File: src/rtl/accum_cpu_controller.sv
// accum_cpu_controller: fetch/decode/execute sequencer for the 8-bit accumulator CPU.
// Owns PC, IR1 (opcode byte), IR2 (operand byte) and AC.
// Ports:
//   clk_i, rst_i (async, active-high), start_i (leave IDLE)
//   mem_addr_o/mem_wdata_o/mem_cs_o/mem_we_o/mem_oe_o -> sync RAM, mem_rdata_i <- RAM
//   alu_a_o (=AC), alu_b_c_o (=mem_rdata_i, combinational), alu_sel_o -> ALU, alu_result_i <- ALU
//   pc_o, ac_o, busy_o, halted_o, retire_o -> status
module accum_cpu_controller #(
    parameter logic [7:0] START_PC = 8'h00,
    parameter logic [3:0] ADD_SEL  = 4'h1,
    parameter logic [3:0] SUB_SEL  = 4'h2
) (
    input  logic       clk_i,
    input  logic       rst_i,
    input  logic       start_i,
    output logic [7:0] mem_addr_o,
    output logic [7:0] mem_wdata_o,
    input  logic [7:0] mem_rdata_i,
    output logic       mem_cs_o,
    output logic       mem_we_o,
    output logic       mem_oe_o,
    output logic [7:0] alu_a_o,
    output logic [7:0] alu_b_c_o,
    output logic [3:0] alu_sel_o,
    input  logic [7:0] alu_result_i,
    output logic [7:0] pc_o,
    output logic [7:0] ac_o,
    output logic       busy_o,
    output logic       halted_o,
    output logic       retire_o
);

    typedef enum logic [2:0] {
        S_IDLE, S_FETCH1, S_FETCH2, S_DECODE, S_OPER, S_WB, S_EXEC, S_HALT
    } state_t;

    localparam logic [3:0] OP_LOAD  = 4'h1;
    localparam logic [3:0] OP_STORE = 4'h2;
    localparam logic [3:0] OP_ADD   = 4'h3;
    localparam logic [3:0] OP_SUB   = 4'h4;
    localparam logic [3:0] OP_HALT  = 4'h7;
    localparam logic [3:0] OP_SKIP  = 4'h8;
    localparam logic [3:0] OP_JUMP  = 4'h9;
    localparam logic [3:0] OP_CLEAR = 4'hA;

    typedef struct packed {
        logic [7:0] addr;
        logic [7:0] wdata;
        logic       cs;
        logic       we;
        logic       oe;
        logic [3:0] sel;
        logic       busy;
        logic       halted;
        logic       retire;
    } out_t;

    state_t     state_q, state_d;
    logic [7:0] pc_q, pc_d;
    logic [7:0] ac_q, ac_d;
    logic [7:0] ir1_q, ir1_d;
    logic [7:0] ir2_q, ir2_d;
    out_t       out_q, out_d;
    logic       skip_take;

    // Moore output decode; evaluated on next-state values so outputs come from flops.
    function automatic out_t decode_out(input state_t st, input logic [7:0] f_pc,
                                        input logic [7:0] f_ir1, input logic [7:0] f_ir2,
                                        input logic [7:0] f_ac);
        out_t       o;
        logic [3:0] op;
        o  = '0;
        op = f_ir1[7:4];
        case (st)
            S_FETCH1: begin
                o.addr = f_pc;
                o.cs   = 1'b1;
                o.oe   = 1'b1;
            end
            S_FETCH2: begin
                o.addr = 8'(f_pc + 8'd1);
                o.cs   = 1'b1;
                o.oe   = 1'b1;
            end
            S_DECODE: o.retire = (op == OP_HALT);
            S_OPER: begin
                o.addr = f_ir2;
                o.cs   = 1'b1;
                if (op == OP_STORE) begin
                    o.we     = 1'b1;
                    o.wdata  = f_ac;
                    o.retire = 1'b1;
                end else begin
                    o.oe = 1'b1;
                end
            end
            S_WB: begin
                if (op == OP_ADD)      o.sel = ADD_SEL;
                else if (op == OP_SUB) o.sel = SUB_SEL;
                o.retire = 1'b1;
            end
            S_EXEC: o.retire = 1'b1;
            S_HALT: o.halted = 1'b1;
            default: o = '0;
        endcase
        o.busy = (st != S_IDLE) && (st != S_HALT);
        return o;
    endfunction

    // SKIP condition on signed AC, selected by IR1[1:0].
    always_comb begin
        skip_take = 1'b0;
        case (ir1_q[1:0])
            2'b00:   skip_take = ac_q[7];
            2'b01:   skip_take = (ac_q == 8'h00);
            2'b10:   skip_take = !ac_q[7] && (ac_q != 8'h00);
            default: skip_take = 1'b0;
        endcase
    end

    // Next-state and datapath updates.
    always_comb begin
        state_d = state_q;
        pc_d    = pc_q;
        ac_d    = ac_q;
        ir1_d   = ir1_q;
        ir2_d   = ir2_q;
        case (state_q)
            S_IDLE:   if (start_i) state_d = S_FETCH1;
            S_FETCH1: state_d = S_FETCH2;
            S_FETCH2: begin
                ir1_d   = mem_rdata_i;
                pc_d    = 8'(pc_q + 8'd1);
                state_d = S_DECODE;
            end
            S_DECODE: begin
                ir2_d = mem_rdata_i;
                pc_d  = 8'(pc_q + 8'd1);
                case (ir1_q[7:4])
                    OP_LOAD, OP_STORE, OP_ADD, OP_SUB: state_d = S_OPER;
                    OP_HALT: state_d = S_HALT;
                    default: state_d = S_EXEC;
                endcase
            end
            S_OPER: state_d = (ir1_q[7:4] == OP_STORE) ? S_FETCH1 : S_WB;
            S_WB: begin
                if (ir1_q[7:4] == OP_LOAD) ac_d = mem_rdata_i;
                else                       ac_d = alu_result_i;
                state_d = S_FETCH1;
            end
            S_EXEC: begin
                case (ir1_q[7:4])
                    OP_SKIP:  if (skip_take) pc_d = 8'(pc_q + 8'd2);
                    OP_JUMP:  pc_d = ir2_q;
                    OP_CLEAR: ac_d = 8'h00;
                    default:  pc_d = pc_q;
                endcase
                state_d = S_FETCH1;
            end
            S_HALT:  state_d = S_HALT;
            default: state_d = S_IDLE;
        endcase
        out_d = decode_out(state_d, pc_d, ir1_d, ir2_d, ac_d);
    end

    // State and output registers; async reset clears bus controls immediately.
    always_ff @(posedge clk_i or posedge rst_i) begin
        if (rst_i) begin
            state_q <= S_IDLE;
            pc_q    <= START_PC;
            ac_q    <= 8'h00;
            ir1_q   <= 8'h00;
            ir2_q   <= 8'h00;
            out_q   <= '0;
        end else begin
            state_q <= state_d;
            pc_q    <= pc_d;
            ac_q    <= ac_d;
            ir1_q   <= ir1_d;
            ir2_q   <= ir2_d;
            out_q   <= out_d;
        end
    end

    assign mem_addr_o  = out_q.addr;
    assign mem_wdata_o = out_q.wdata;
    assign mem_cs_o    = out_q.cs;
    assign mem_we_o    = out_q.we;
    assign mem_oe_o    = out_q.oe;
    assign alu_sel_o   = out_q.sel;
    assign busy_o      = out_q.busy;
    assign halted_o    = out_q.halted;
    assign retire_o    = out_q.retire;
    assign alu_a_o     = ac_q;
    assign alu_b_c_o   = mem_rdata_i;
    assign pc_o        = pc_q;
    assign ac_o        = ac_q;

endmodule

File: config.mk
export PLATFORM = sky130hd
export DESIGN_NAME = accum_cpu_controller
export DESIGN_NICKNAME = d
export VERILOG_FILES = /design/src/rtl/accum_cpu_controller.sv
export SDC_FILE = /design/constraint.sdc
export NUM_CORES = 1
export LEC_CHECK = 0
export CAP_MARGIN = 15
export CORE_MARGIN = 2
export CORE_UTILIZATION = 35
export DETAILED_ROUTE_END_ITERATION = 10
export GPL_ROUTABILITY_DRIVEN = 0
export HOLD_SLACK_MARGIN = 0.15
export SETUP_SLACK_MARGIN = 0.2
export SYNTH_ARGS = -nofsm -noshare
export SYNTH_HDL_FRONTEND = slang
export SYNTH_SLANG_ARGS = --single-unit
File: constraint.sdc
create_clock -name clk_i -period 8.1 [get_ports clk_i]
set_input_delay 1.215 -clock clk_i [delete_from_list [all_inputs] [get_ports clk_i]]
set_output_delay 1.215 -clock clk_i [all_outputs]
set_load 0.01 [all_outputs]
==> results.sh, run 1 <==
export IMPL_status="finished clean"
export IMPL_synth_ff_type="dfrtp_1"
export IMPL_skew_ps=5.89
export IMPL_wl_met2_um=4560
export IMPL_cpLargestDelayFamily="buffers and inverters"
export IMPL_numCtsBuffers=9
export IMPL_synth_top_cells_by_area="dfrtp_1, buf_4, o21ai_0"
export IMPL_cts_clk_slew_worst_paths_ps=60
export IMPL_areaGrowthSynthToFinish_pct=26.2
export IMPL_slowest_stage="clkdlybuf4s50_1"
export IMPL_max_stage_delay_ps=570
export IMPL_dr_wl_met3_um=537
export IMPL_vias_per_cell=5.41
export IMPL_antenna_found_initial=0
export IMPL_cp_arrival_ps=2350
export IMPL_critPathBufInv=2
export IMPL_rows=35
export IMPL_period_share=0.440
export IMPL_crit_fanout=5
export IMPL_drtIter0Drc=198
export IMPL_power_per_cell_area_nw_per_um2=390
export IMPL_maxCapViolations=0
export IMPL_root_buffer="clkbuf_8"
export IMPL_h_tree_depth=3
export IMPL_leakagePower_nw=1.75
export IMPL_vdd_drop_max_v=0.000207
export IMPL_overflow=0
export IMPL_drv_slew=0
export IMPL_via_count=2927
export IMPL_drive_above_1_share=0.112
export IMPL_yosysMostFrequentCell="dfrtp_1"
export IMPL_yosysWarnings=0
export IMPL_port_buffers=74
export IMPL_grt_pass1_vias=2782
export IMPL_grt_max_degree=58
export IMPL_synth_yosys_seq_area_share=0.422
export IMPL_relSlewSlack=0.377
export IMPL_layout_cells_non_filler=541
export IMPL_highest_signal_layer="met4"
export IMPL_drc=0
export IMPL_rsz0062_at_grt="no"
export IMPL_final_nets=430
export IMPL_die_w_um=102
export IMPL_async_reset_ff_frac=1.00
export IMPL_fin_tns_setup_ps=0
export IMPL_critPathKind="input port to output pin"
export IMPL_avgSynthCellArea_um2=9.51
export IMPL_wl_per_cell_um=17.9
export IMPL_synth_largest_area_cell="dfrtp_1"
export IMPL_postCtsSetupBuffers=0
export IMPL_detailed_place_hpwl_um=6920
export IMPL_cp_start_kind="input port"
export IMPL_cts_tree="done"
export IMPL_grt_pass1_wl_um=15300
export IMPL_synthCells=355
export IMPL_dp_cells=526
export IMPL_core_um2=9280
export IMPL_synth_common_cells="dfrtp_1, nand2_1, o21ai_0"
export IMPL_firstDrtPassIters=4
export IMPL_fp_dieH_um=102
export IMPL_n_antenna_cell=0
export IMPL_io_pins=77
export IMPL_hold_viol=0
export IMPL_hold_slack_ps=558
export IMPL_grt_total_usage=0.193
export IMPL_clkSinkCount=57
export IMPL_fmax_mhz=281
export IMPL_start_util=0.364
export IMPL_synth_seq_cells=57
export IMPL_synth_enable_flop_cells=0
export IMPL_wl_met1_um=4440
export IMPL_setup_violations=0
export IMPL_worst_slew_pin_slew_ps=929
export IMPL_synth_top_area_frac=0.422
export IMPL_hold_path_class="flip-flop to flip-flop"
export IMPL_cts_resized=0
export IMPL_drtAntennaViolNets=0
export IMPL_period_needed_ps=3560
export IMPL_hold_buffers=0
export IMPL_syn_area_um2=3380
export IMPL_cp_end_kind="output pin"
export IMPL_routed_wl_um=9690
export IMPL_dieArea_um2=10500
export IMPL_crit_required_ps=6880
export IMPL_ys_types=75
export IMPL_path_common_cell="clkdlybuf4s50_1"
export IMPL_clock_path_buffers=2
export IMPL_post_route_util=0.459
export IMPL_worstPathCellList="clkdlybuf4s50_1 -> clkdlybuf4s50_1"
export IMPL_clk_latency_ps=340
final cells by class:
cell class,instances,area (um^2)
clock buffer,13,169
sequential,57,1430
multi-input combinational,248,1670
inverter,15,56.3
tap,129,161
clock inverter,2,12.5
fill,906,5020
timing repair buffer,77,763
worst paths after layout:
| kind | startpoint | endpoint | depth (start not counted) | slack [ps] |
|---|---|---|---|---|
| max | mem_rdata_i[5] | alu_b_c_o[5] | 2 | 4540 |
| min | ir2_q[0] | ir2_q[0] | 1 | 560 |
| max reg2reg | state_q[2] | mem_addr_o[7] | 7 | 4880 |
| min reg2reg | ir2_q[0] | ir2_q[0] | 1 | 560 |
| max in group asynchronous | rst_i | state_q[2] | 3 | 6220 |
| min in group asynchronous | rst_i | mem_addr_o[7] | 3 | 1400 |
flip-flops by register name (all words and copies together), names as in the netlist:
signal / count
alu_sel_o: 2
ac_o: 8
mem_cs_o: 1
mem_addr_o: 8
halted_o: 1
pc_o: 8
state_q: 3
retire_o: 1
mem_oe_o: 1
ir2_q: 8
ir1_q: 6
mem_wdata_o: 8
mem_we_o: 1
busy_o: 1
cells in the final DEF (no fill, tap or decap), drive strengths merged, types with 5 or more instances in the layout:
cell type      Yosys  layout
nor2              17      17
o21ai             33      33
nand3             12      12
a21oi             17      17
inv               14      14
clkbuf            10      13
clkdlybuf4s50      0      74
nor3               8       8
dfrtp             57      57
nand2             33      33
mux2              12      12
mux2i             13      13
and2               5       5
and3              15      15
power by group:
| part | switching (mW) | leakage [nW] | internal, mW |
|---|---|---|---|
| Clock | 0.112 | 0.0915 | 0.134 |
| Sequential | 0.157 | 0.719 | 0.389 |
| Combinational | 0.482 | 0.940 | 0.388 |
worst reg2reg max path, delay by kind of cell, from the launching register on:
family / cells / cell delay [ps]
simple gates: 5 / 1470
flops: 1 / 750
buf+inv: 1 / 550
compound gates: 1 / 330
stage by stage:
step | area [um^2] | worst slack (ps) | total power, mW
CTS | 4260 | 4540 | 1.67
floorplan | 3380 | 5490 | 1.11
finish | 4260 | 4540 | 1.66
detailed placement | 4080 | 4540 | 1.41
global placement | 4080 | 4560 | 1.41
global route | 4260 | 4510 | 1.79
metal layers:
layer	up-vias	GRT usage
met1	1437	0.269
li1	1383	-
met5	-	0
met4	0	0.0595
met3	15	0.0431
met2	92	0.301
kinds of logic after synthesis:
kind of cell | after synthesis | share of synthesized area
xor+xnor | 5 | 0.0130
simple gates | 125 | 0.217
fa+ha+maj | 4 | 0.0141
flops | 57 | 0.422
buf+inv | 51 | 0.0837
mux | 25 | 0.0785
compound gates | 87 | 0.170
other cells | 1 | 0.00111
Note: power is estimated with default switching activity, not from simulation.
==> inputs of run 2 (changes only) <==
==> constraint.sdc (replaced) <==
create_clock -name clk_i -period 3.2 [get_ports clk_i]
set_input_delay 0.48 -clock clk_i [delete_from_list [all_inputs] [get_ports clk_i]]
set_output_delay 0.48 -clock clk_i [all_outputs]
set_load 0.01 [all_outputs]
==> run 2 against run 1 <==
Compared with the run above: setup slack lost 4200 ps; routed wire length rose by 1.5%; register-to-register slack got worse by 4500 ps; via count grew 4.0%; sequential share of layout area shrank 0.92 points; non-clock buffer count grew 13; die area did not move; clock-buffer cell count is 1 lower; critical path depth increased by 7; critical endpoint is now mem_addr_o[6]; largest power group unchanged.
==> results.sh, run 2 (synthesis results as in run 1) <==
export IMPL_clk_latency_ps=340
export IMPL_final_nets=443
export IMPL_timing_rr_start="ir1_q[5]"
export IMPL_wl_met2_um=4650
export IMPL_start_util=0.364
export IMPL_rows=35
export IMPL_grt_pass1_wl_um=15500
export IMPL_via_count=3044
export IMPL_clock_path_buffers=2
export IMPL_detailed_place_hpwl_um=7070
export IMPL_port_buffers=74
export IMPL_layout_commonest_cell="clkdlybuf4s50_1"
export IMPL_root_buffer="clkbuf_8"
export IMPL_period_needed_ps=2820
export IMPL_cp_start_kind="flip-flop"
export IMPL_cts_tree="done"
export IMPL_rsz0062_at_grt="no"
export IMPL_status="finished clean"
export IMPL_regToRegEndpoint="mem_addr_o[6]"
export IMPL_leakagePower_nw=1.83
export IMPL_firstDrtPassIters=5
export IMPL_setup_violations=0
export IMPL_drtIter0Drc=201
export IMPL_cp_arrival_ps=3090
export IMPL_wl_met1_um=4350
export IMPL_core_um2=9280
export IMPL_fmax_mhz=355
export IMPL_period_share=0.880
export IMPL_grt_pass1_vias=2955
export IMPL_dp_cells=535
export IMPL_wl_per_cell_um=17.8
export IMPL_drc=0
export IMPL_hold_viol=0
export IMPL_critPathKind="flip-flop to flip-flop"
export IMPL_crit_fanout=11
export IMPL_dieArea_um2=10500
export IMPL_vdd_drop_max_v=0.000429
export IMPL_routed_wl_um=9840
export IMPL_cp_end_kind="flip-flop"
export IMPL_skew_ps=10.7
export IMPL_fp_dieH_um=102
export IMPL_io_pins=77
export IMPL_dr_wl_met3_um=621
export IMPL_n_antenna_cell=0
export IMPL_drive_above_1_share=0.144
export IMPL_drtAntennaViolNets=0
export IMPL_clkSinkCount=57
export IMPL_fin_tns_setup_ps=0
export IMPL_die_w_um=102
export IMPL_crit_required_ps=3470
export IMPL_highest_signal_layer="met4"
export IMPL_cts_clk_slew_worst_paths_ps=60
export IMPL_placed_area_um2=4150
export IMPL_drv_slew=0
export IMPL_regToRegSetupSlack_ps=380
export IMPL_layout_cells_non_filler=554
export IMPL_cp_endpoint="mem_addr_o[6]"
export IMPL_worst_slew_pin_slew_ps=717
export IMPL_h_tree_depth=3
export IMPL_vias_per_cell=5.49
export IMPL_final_area_um2=4380
export IMPL_p_total_mw=4.38
export IMPL_numCtsBuffers=9
export IMPL_hold_path_class="input port to async pin"
export IMPL_overflow=0
export IMPL_maxCapViolations=0
export IMPL_setup_worst_path_start="ir1_q[5]"
export IMPL_grt_total_usage=0.194
export IMPL_grt_max_degree=30
export IMPL_layout_common_cells="clkdlybuf4s50_1, dfrtp_1, nand2_1"
export IMPL_r2r_cells=9
export IMPL_power_per_cell_area_nw_per_um2=1000
export IMPL_areaGrowthSynthToFinish_pct=29.7
export IMPL_antenna_found_initial=0
export IMPL_relSlewSlack=0.520
-- run 2: changes by cell type in the layout (fill, tap and decap cells not counted) --
cell / change
a311oi_1: -1
a311oi_2: +1
buf_4: +13
bufinv_16: +1
clkbuf_8: -1
clkinv_2: +1
clkinvlp_4: -1
or3b_1: -1
or3b_4: +1
-- run 2: how the worst min path moves through the flow --
stage / startpoint / end / cells past startpoint / slack, ps
floorplan: ir2_q[7] / ir2_q[7] / 2 / 490
global placement: ir2_q[0] / ir2_q[0] / 1 / 520
detailed placement: ir2_q[0] / ir2_q[0] / 1 / 530
CTS: rst_i / mem_addr_o[2] / 2 / 540
global route: ir2_q[0] / ir2_q[0] / 1 / 550
finish: rst_i / mem_addr_o[2] / 2 / 530
-- run 2: area by class of cell --
type / count / area, um^2
Clock buffer: 12 / 155
Fill cell: 896 / 4900
Multi-Input combinational cell: 248 / 1680
Clock inverter: 3 / 40.0
Timing Repair Buffer: 90 / 861
Tap cell: 129 / 161
Inverter: 15 / 56.3
Sequential cell: 57 / 1430
-- run 2: worst max-delay path, cell delays in order, from the launching register on --
cell and delay, ps:
dfrtp_1 510, or3b_4 490, or4_1 480, a21oi_1 210, a311oi_2 90, inv_1 130, ha_1 190, nand2_1 100
or4_1 470, nand3_1 90
-- run 2: layer usage --
metal  vias up  track usage
met4         0       0.0626
li1       1410            -
met1      1470        0.271
met3        23       0.0397
met5         -            0
met2       141        0.304
-- run 2: what timing repair did --
| action | CTS | global route |
|---|---|---|
| setup endpoints to repair | 0 | 2 |
| buffers inserted | 0 | 4 |
| hold buffers | 0 | 0 |
| gates resized for setup | 0 | 2 |
-- run 2: per-stage QoR --
stage / setup WS (ps) / hold WS (ps) / util
floorplan: 652 / 487 / -
global placement: 458 / 522 / 0.447
detailed placement: 370 / 531 / 0.447
CTS: 361 / 538 / 0.468
global route: 237 / 555 / 0.472
finish: 383 / 526 / 0.472
-- run 2: where the power goes --
part	internal, mW	switching, mW
Combinational	1.07	1.25
Sequential	0.986	0.399
Clock	0.395	0.280
Total	2.45	1.93
==> inputs of run 3 (changes only) <==
--- a/config.mk
+++ b/config.mk
@@ -5,6 +5,7 @@
 export SDC_FILE = /design/constraint.sdc
 export NUM_CORES = 1
 export LEC_CHECK = 0
+export ABC_CLOCK_PERIOD_IN_PS = 3200
 export CAP_MARGIN = 15
 export CORE_MARGIN = 2
 export CORE_UTILIZATION = 35
==> results of run 3 <==
Same layout as run 2: the final DEF is identical, and so are final timing and power.
